`src/rtl/tlb_op_ctrl.sv`:
```
// tlb_op_ctrl: sequences the CP0 TLB instructions (TLBP, TLBR, TLBWI, TLBWR)
// onto the TLB search port 1 and the read/write ports. It also owns the Random
// counter and returns the results to CP0 as single-cycle strobes.
// Optional feature macro: TLB_WIRED_EN adds the CP0 Wired inputs
// (c0_wired, c0_wired_we), which set the lower bound of the Random counter.
module tlb_op_ctrl #(
    parameter int TLBNUM = 16,
    localparam int IW = $clog2(TLBNUM)
) (
    input  logic          clk,
    input  logic          resetn,
    input  logic          op_valid,
    input  logic [1:0]    op_type,
    output logic          op_ready,
    output logic          op_done,
    input  logic [IW-1:0] c0_index,
    input  logic [26:0]   c0_entryhi,
    input  logic [25:0]   c0_lo0,
    input  logic [25:0]   c0_lo1,
`ifdef TLB_WIRED_EN
    input  logic [IW-1:0] c0_wired,
    input  logic          c0_wired_we,
`endif
    input  logic [18:0]   dm_vpn2,
    input  logic          dm_odd_page,
    input  logic [7:0]    dm_asid,
    output logic          dm_stall,
    output logic [18:0]   s1_vpn2,
    output logic          s1_odd_page,
    output logic [7:0]    s1_asid,
    input  logic          s1_found,
    input  logic [IW-1:0] s1_index,
    output logic          tlb_we,
    output logic [IW-1:0] w_index,
    output logic [18:0]   w_vpn2,
    output logic [7:0]    w_asid,
    output logic          w_g,
    output logic [19:0]   w_pfn0,
    output logic [2:0]    w_c0,
    output logic          w_d0,
    output logic          w_v0,
    output logic [19:0]   w_pfn1,
    output logic [2:0]    w_c1,
    output logic          w_d1,
    output logic          w_v1,
    output logic [IW-1:0] r_index,
    input  logic [18:0]   r_vpn2,
    input  logic [7:0]    r_asid,
    input  logic          r_g,
    input  logic [19:0]   r_pfn0,
    input  logic [2:0]    r_c0,
    input  logic          r_d0,
    input  logic          r_v0,
    input  logic [19:0]   r_pfn1,
    input  logic [2:0]    r_c1,
    input  logic          r_d1,
    input  logic          r_v1,
    output logic          idx_we,
    output logic          idx_p,
    output logic [IW-1:0] idx_val,
    output logic          rd_we,
    output logic [26:0]   rd_entryhi,
    output logic [25:0]   rd_lo0,
    output logic [25:0]   rd_lo1,
    output logic [IW-1:0] random
);

    localparam logic [IW-1:0] RAND_TOP = IW'(TLBNUM - 1);

    localparam logic [1:0] OP_TLBP  = 2'b00;
    localparam logic [1:0] OP_TLBR  = 2'b01;
    localparam logic [1:0] OP_TLBWI = 2'b10;
    localparam logic [1:0] OP_TLBWR = 2'b11;

    typedef enum logic {
        ST_IDLE = 1'b0,
        ST_EXEC = 1'b1
    } state_t;

    state_t        state_reg, state_next;

    // Op register: everything EXEC needs, captured at accept so live CP0
    // changes during EXEC cannot leak into the TLB access.
    logic [1:0]    op_type_reg;
    logic [IW-1:0] op_index_reg;
    logic [IW-1:0] op_rand_reg;
    logic [26:0]   op_hi_reg;
    logic [25:0]   op_lo_reg [2];

    logic [IW-1:0] random_reg, random_next;
    logic [IW-1:0] wired;
    logic          accept;
    logic          exec_live;

    // Per-page EntryLo fields unpacked from the op register.
    logic [19:0]   lo_pfn [2];
    logic [2:0]    lo_c   [2];
    logic          lo_d   [2];
    logic          lo_v   [2];
    logic          lo_g   [2];

    assign op_ready  = (state_reg == ST_IDLE);
    assign accept    = op_valid & op_ready;
    // A reset asserted during EXEC suppresses every strobe in that same
    // cycle, so an interrupted write never reaches the TLB.
    assign exec_live = (state_reg == ST_EXEC) & resetn;
    assign random    = random_reg;

`ifdef TLB_WIRED_EN
    assign wired = c0_wired;
`else
    assign wired = '0;
`endif

    for (genvar gi = 0; gi < 2; gi++) begin : g_page
        assign lo_pfn[gi] = op_lo_reg[gi][25:6];
        assign lo_c[gi]   = op_lo_reg[gi][5:3];
        assign lo_d[gi]   = op_lo_reg[gi][2];
        assign lo_v[gi]   = op_lo_reg[gi][1];
        assign lo_g[gi]   = op_lo_reg[gi][0];
    end

    // State register and op capture on accept.
    always_ff @(posedge clk) begin
        if (!resetn) begin
            state_reg    <= ST_IDLE;
            op_type_reg  <= '0;
            op_index_reg <= '0;
            op_rand_reg  <= '0;
            op_hi_reg    <= '0;
            op_lo_reg[0] <= '0;
            op_lo_reg[1] <= '0;
        end else begin
            state_reg <= state_next;
            if (accept) begin
                op_type_reg  <= op_type;
                op_index_reg <= c0_index;
                op_rand_reg  <= random_reg;
                op_hi_reg    <= c0_entryhi;
                op_lo_reg[0] <= c0_lo0;
                op_lo_reg[1] <= c0_lo1;
            end
        end
    end

    // Next state: every accepted op spends exactly one cycle in EXEC.
    always_comb begin
        state_next = state_reg;
        case (state_reg)
            ST_IDLE: if (op_valid) state_next = ST_EXEC;
            ST_EXEC: state_next = ST_IDLE;
            default: state_next = ST_IDLE;
        endcase
    end

    // EXEC actions: drive TLB ports and CP0 strobes from the op register.
    always_comb begin
        op_done     = 1'b0;
        tlb_we      = 1'b0;
        idx_we      = 1'b0;
        rd_we       = 1'b0;
        dm_stall    = 1'b0;
        s1_vpn2     = dm_vpn2;
        s1_odd_page = dm_odd_page;
        s1_asid     = dm_asid;
        w_index     = '0;
        w_vpn2      = '0;
        w_asid      = '0;
        w_g         = 1'b0;
        w_pfn0      = '0;
        w_c0        = '0;
        w_d0        = 1'b0;
        w_v0        = 1'b0;
        w_pfn1      = '0;
        w_c1        = '0;
        w_d1        = 1'b0;
        w_v1        = 1'b0;
        r_index     = '0;
        idx_p       = 1'b0;
        idx_val     = '0;
        rd_entryhi  = '0;
        rd_lo0      = '0;
        rd_lo1      = '0;
        if (exec_live) begin
            op_done = 1'b1;
            case (op_type_reg)
                OP_TLBP: begin
                    dm_stall    = 1'b1;
                    s1_vpn2     = op_hi_reg[26:8];
                    s1_odd_page = 1'b0;
                    s1_asid     = op_hi_reg[7:0];
                    idx_we      = 1'b1;
                    idx_p       = ~s1_found;
                    idx_val     = s1_found ? s1_index : '0;
                end
                OP_TLBR: begin
                    r_index    = op_index_reg;
                    rd_we      = 1'b1;
                    rd_entryhi = {r_vpn2, r_asid};
                    rd_lo0     = {r_pfn0, r_c0, r_d0, r_v0, r_g};
                    rd_lo1     = {r_pfn1, r_c1, r_d1, r_v1, r_g};
                end
                OP_TLBWI, OP_TLBWR: begin
                    tlb_we  = 1'b1;
                    w_index = (op_type_reg == OP_TLBWR) ? op_rand_reg : op_index_reg;
                    w_vpn2  = op_hi_reg[26:8];
                    w_asid  = op_hi_reg[7:0];
                    w_g     = lo_g[0] & lo_g[1];
                    w_pfn0  = lo_pfn[0];
                    w_c0    = lo_c[0];
                    w_d0    = lo_d[0];
                    w_v0    = lo_v[0];
                    w_pfn1  = lo_pfn[1];
                    w_c1    = lo_c[1];
                    w_d1    = lo_d[1];
                    w_v1    = lo_v[1];
                end
                default: ;
            endcase
        end
    end

    // Random next value: count down, wrapping to the top once it reaches
    // wired. Using <= also pins it at the top when wired is at or above it.
    always_comb begin
        random_next = (random_reg <= wired) ? RAND_TOP : random_reg - 1'b1;
`ifdef TLB_WIRED_EN
        if (c0_wired_we) begin
            random_next = RAND_TOP;
        end
`endif
    end

    // Random register.
    always_ff @(posedge clk) begin
        if (!resetn) begin
            random_reg <= RAND_TOP;
        end else begin
            random_reg <= random_next;
        end
    end

endmodule
```
`config.mk`:
```
export PLATFORM = sky130hd
export DESIGN_NAME = tlb_op_ctrl
export DESIGN_NICKNAME = d
export VERILOG_FILES = /design/src/rtl/tlb_op_ctrl.sv
export SDC_FILE = /design/constraint.sdc
export NUM_CORES = 1
export LEC_CHECK = 0
export ABC_AREA = 1
export CORE_AREA = 2 2 156 158
export CTS_CLUSTER_DIAMETER = 120
export DETAILED_ROUTE_END_ITERATION = 8
export DIE_AREA = 0 0 158 160
export HOLD_SLACK_MARGIN = 0.1
export PLACE_DENSITY = 0.6
export SKIP_LAST_GASP = 1
export SYNTH_ARGS = -nofsm -noshare
export SYNTH_HDL_FRONTEND = slang
export SYNTH_SLANG_ARGS = --single-unit
```
`constraint.sdc`:
```
create_clock -name clk -period 2.3 [get_ports clk]
set_input_delay 0.46 -clock clk [delete_from_list [all_inputs] [get_ports clk]]
set_output_delay 0.46 -clock clk [all_outputs]
set_load 0.1 [all_outputs]
```
==> qor.csv <==
stage;metric;value;unit
worst_setup_path;rr_worst_depth;4;
clock_tree;clkTransAtPathRegs;0.07;ns
yosys;ys_seq_elements;94;
power;leakage;0.00560;uW
clock_tree;insertion_delay;0.35;ns
finish;layout_commonest_cell;buf_12;
worst_setup_path;crit_fanout;15;
place;place_congestion;0.778;
finish;most-common-layout-cells;buf_12, nand2_1, clkdlybuf4s50_1;
floorplan;floorplan.io_pins;407;
yosys;avgSynthCellArea;6.82;sq um
drt;dr_total_vias;6102;
timing;layout_setup_ws;0.104;ns
finish;n_fill_cell;2107;
timing;slew_headroom;72.2;%
finish;fin_util;55.8;%
timing;period_share;95.5;%
drt;routed_via_density;4.00;
worst_setup_path;timing.rr.start;state_reg;
finish;multi_input_area;2900;sq um
floorplan;die_height;160;um
clock_tree;clockBufferDepth;2;
finish;fin_area;13300;sq um
worst_setup_path;crit_chain;nand2_8 > buf_4 > nor2_4 > inv_2 > buf_12 > nor2_4 > buf_12;
power;peakVddDrop;0.372;mV
finish;drive_above_1_share;35.6;%
yosys;mappedNetlistArea;5380;sq um
floorplan;coreArea;23800;sq um
finish;largest_reg_flops;52;
worst_setup_path;max_stage_delay;0.40;ns
yosys;synth_top_area_share;29.1;%
power;power_density;394;nW/um^2
drt;drt-initial-drc-count;193;
run_status;status;complete, no violations;
place;detailedPlacementHpwl;19100;um
global_routing;grt_max_degree;53;
finish;register_area;2410;sq um
worst_setup_path;critical_path.startpoint_type;register;
place;post-place-ws;-0.284;ns
worst_setup_path;worst_path_max_delay_cell;dfxtp_2;
worst_setup_path;critPathLaunch;state_reg;
timing;setup_viol;0;
finish;nets;1396;
yosys;ys_top_cells_by_area;edfxtp_1, dfxtp_1, nand2_1;
clock_tree;cts_max_level;3;
drt;drtPass1Iterations;4;
timing;tns;0;ns
timing;drv_slew;0;
drt;drcViolationCount;0;
yosys;postSynthCellCount;788;
drt;ant_nets;0;
worst_setup_path;path_class;reg2out;
floorplan;die_w;158;um
flow_run;drv_cap;0;
worst_setup_path;endpoint;w_asid[5];
place;io_buffers;406;
worst_setup_path;crit_buf_inv;4;
yosys;synth.net_count;988;
drt;wl;23700;um
clock_tree;clockRootBuffer;clkbuf_16;
worst_setup_path;cp.arrival;1.74;ns
yosys;synth.distinct_cells;22;
floorplan;start_util;22.6;%
yosys;yosysWarnings;0;
timing;period_needed;2.20;ns
timing;hold_viol;0;
timing;grt_setup_unrepaired;no;
timing;max_freq;455;MHz
min_path;worstHoldPathType;reg2reg;
global_routing;grt_usage;18.6;%
worst_setup_path;critPathTopFamily;buffers and inverters;
timing;tightest_slew;0.413;ns
worst_setup_path;cp.required;1.84;ns
yosys;synth-seq-area-share;44.7;%
timing;skew;0.00780;ns
global_routing;grt_pass1_wl;35800;um
worst_setup_path;r2r_end;op_lo_reg[0][51];
drt;wl_per_cell;15.5;um
global_routing;grt_overflow;0;
place;post_dp_cell_area;12900;sq um
worst_setup_path;worst-path-stages;7;
global_routing;grt_pass1_vias;6108;
floorplan;design.die.area;25300;sq um
worst_setup_path;worstSetupEndpointType;output pin;
worst_setup_path;r2r_slack;0.87;ns
yosys;synth_top_area_cell;edfxtp_1;
clock_tree;numCtsBuffers;9;
timing;timing.hold.ws;0.434;ns
floorplan;rows;57;
finish;area_growth;147;%
clock_tree;cts.sinks;94;
clock_tree;cts_tree;done;
global_routing;grt_antenna_before_repair;2;
-- where the power goes --
part	total (uW)	switching (uW)	leakage [uW]	internal, uW
sequential	1990	73.1	0.000913	1920
clock	1540	691	0.000132	847
combinational	1720	1040	0.00456	679
-- layer usage --
metal	GRT usage, %	vias up	share of wire [%]
li1	-	3067	-
met1	19.7	2783	36
met2	35.4	231	54
met3	6.21	19	8.6
met4	3.56	2	1.2
met5	0	-	0.055
-- timing repair --
action,4_1_cts,5_1_grt
resized for setup,3,2
pin swaps,0,0
endpoints found under the setup margin,201,3
cloned,1,0
setup buffers,5,0
hold buffers,0,0
-- cells in the mapped netlist (all sizes together) --
cell type	count
nor2	232
edfxtp	52
buf	31
inv	179
o22ai	1
clkbuf	13
nand3	3
ha	1
o21bai	1
dfxtp	42
o21ai	30
nand2	203
-- final cells by class --
| class | count | area share [%] |
|---|---|---|
| Timing Repair Buffer | 441 | 49.7 |
| Clock inverter | 5 | 0.442 |
| Clock buffer | 11 | 1.75 |
| Inverter | 179 | 5.15 |
| Tap cell | 324 | 3.05 |
| Antenna cell | 1 | 0.0188 |
| Sequential cell | 94 | 18.1 |
| Multi-Input combinational cell | 471 | 21.8 |
-- metrics by stage --
step / cells / power (uW)
detailed placement: 1503 / 3760
finish: 1526 / 5250
CTS: 1525 / 5330
global placement: 1503 / 3740
floorplan: 788 / 2980
global route: 1526 / 5490
-- worst register-to-register path, stage by stage, from the launching register on --
cell and delay, ns:
dfxtp_2 0.40, nor2_1 0.09, nor2_4 0.12, clkinvlp_4 0.29, buf_4 0.29
-- cells by family after synthesis --
| group | count (synthesis) | synth area share [%] |
|---|---|---|
| simple gates | 438 | 34.2 |
| buf+inv | 223 | 17.8 |
| flops | 94 | 44.7 |
| compound gates | 32 | 3.05 |
| fa+ha+maj | 1 | 0.233 |
-- worst min path at each step --
stage                        startpoint             to  slack [ns]  depth (start not counted)
after CTS                     random[0]      random[0]        0.44                          1
after global routing      op_hi_reg[17]  op_hi_reg[17]        0.46                          2
after detailed placement      random[0]      random[0]        0.42                          1
after floorplan            op_hi_reg[0]   op_hi_reg[0]        0.42                          2
final                         random[0]      random[0]        0.43                          1
after global placement        random[0]      random[0]        0.42                          1
No activity file was read; power rests on OpenSTA's default activity.
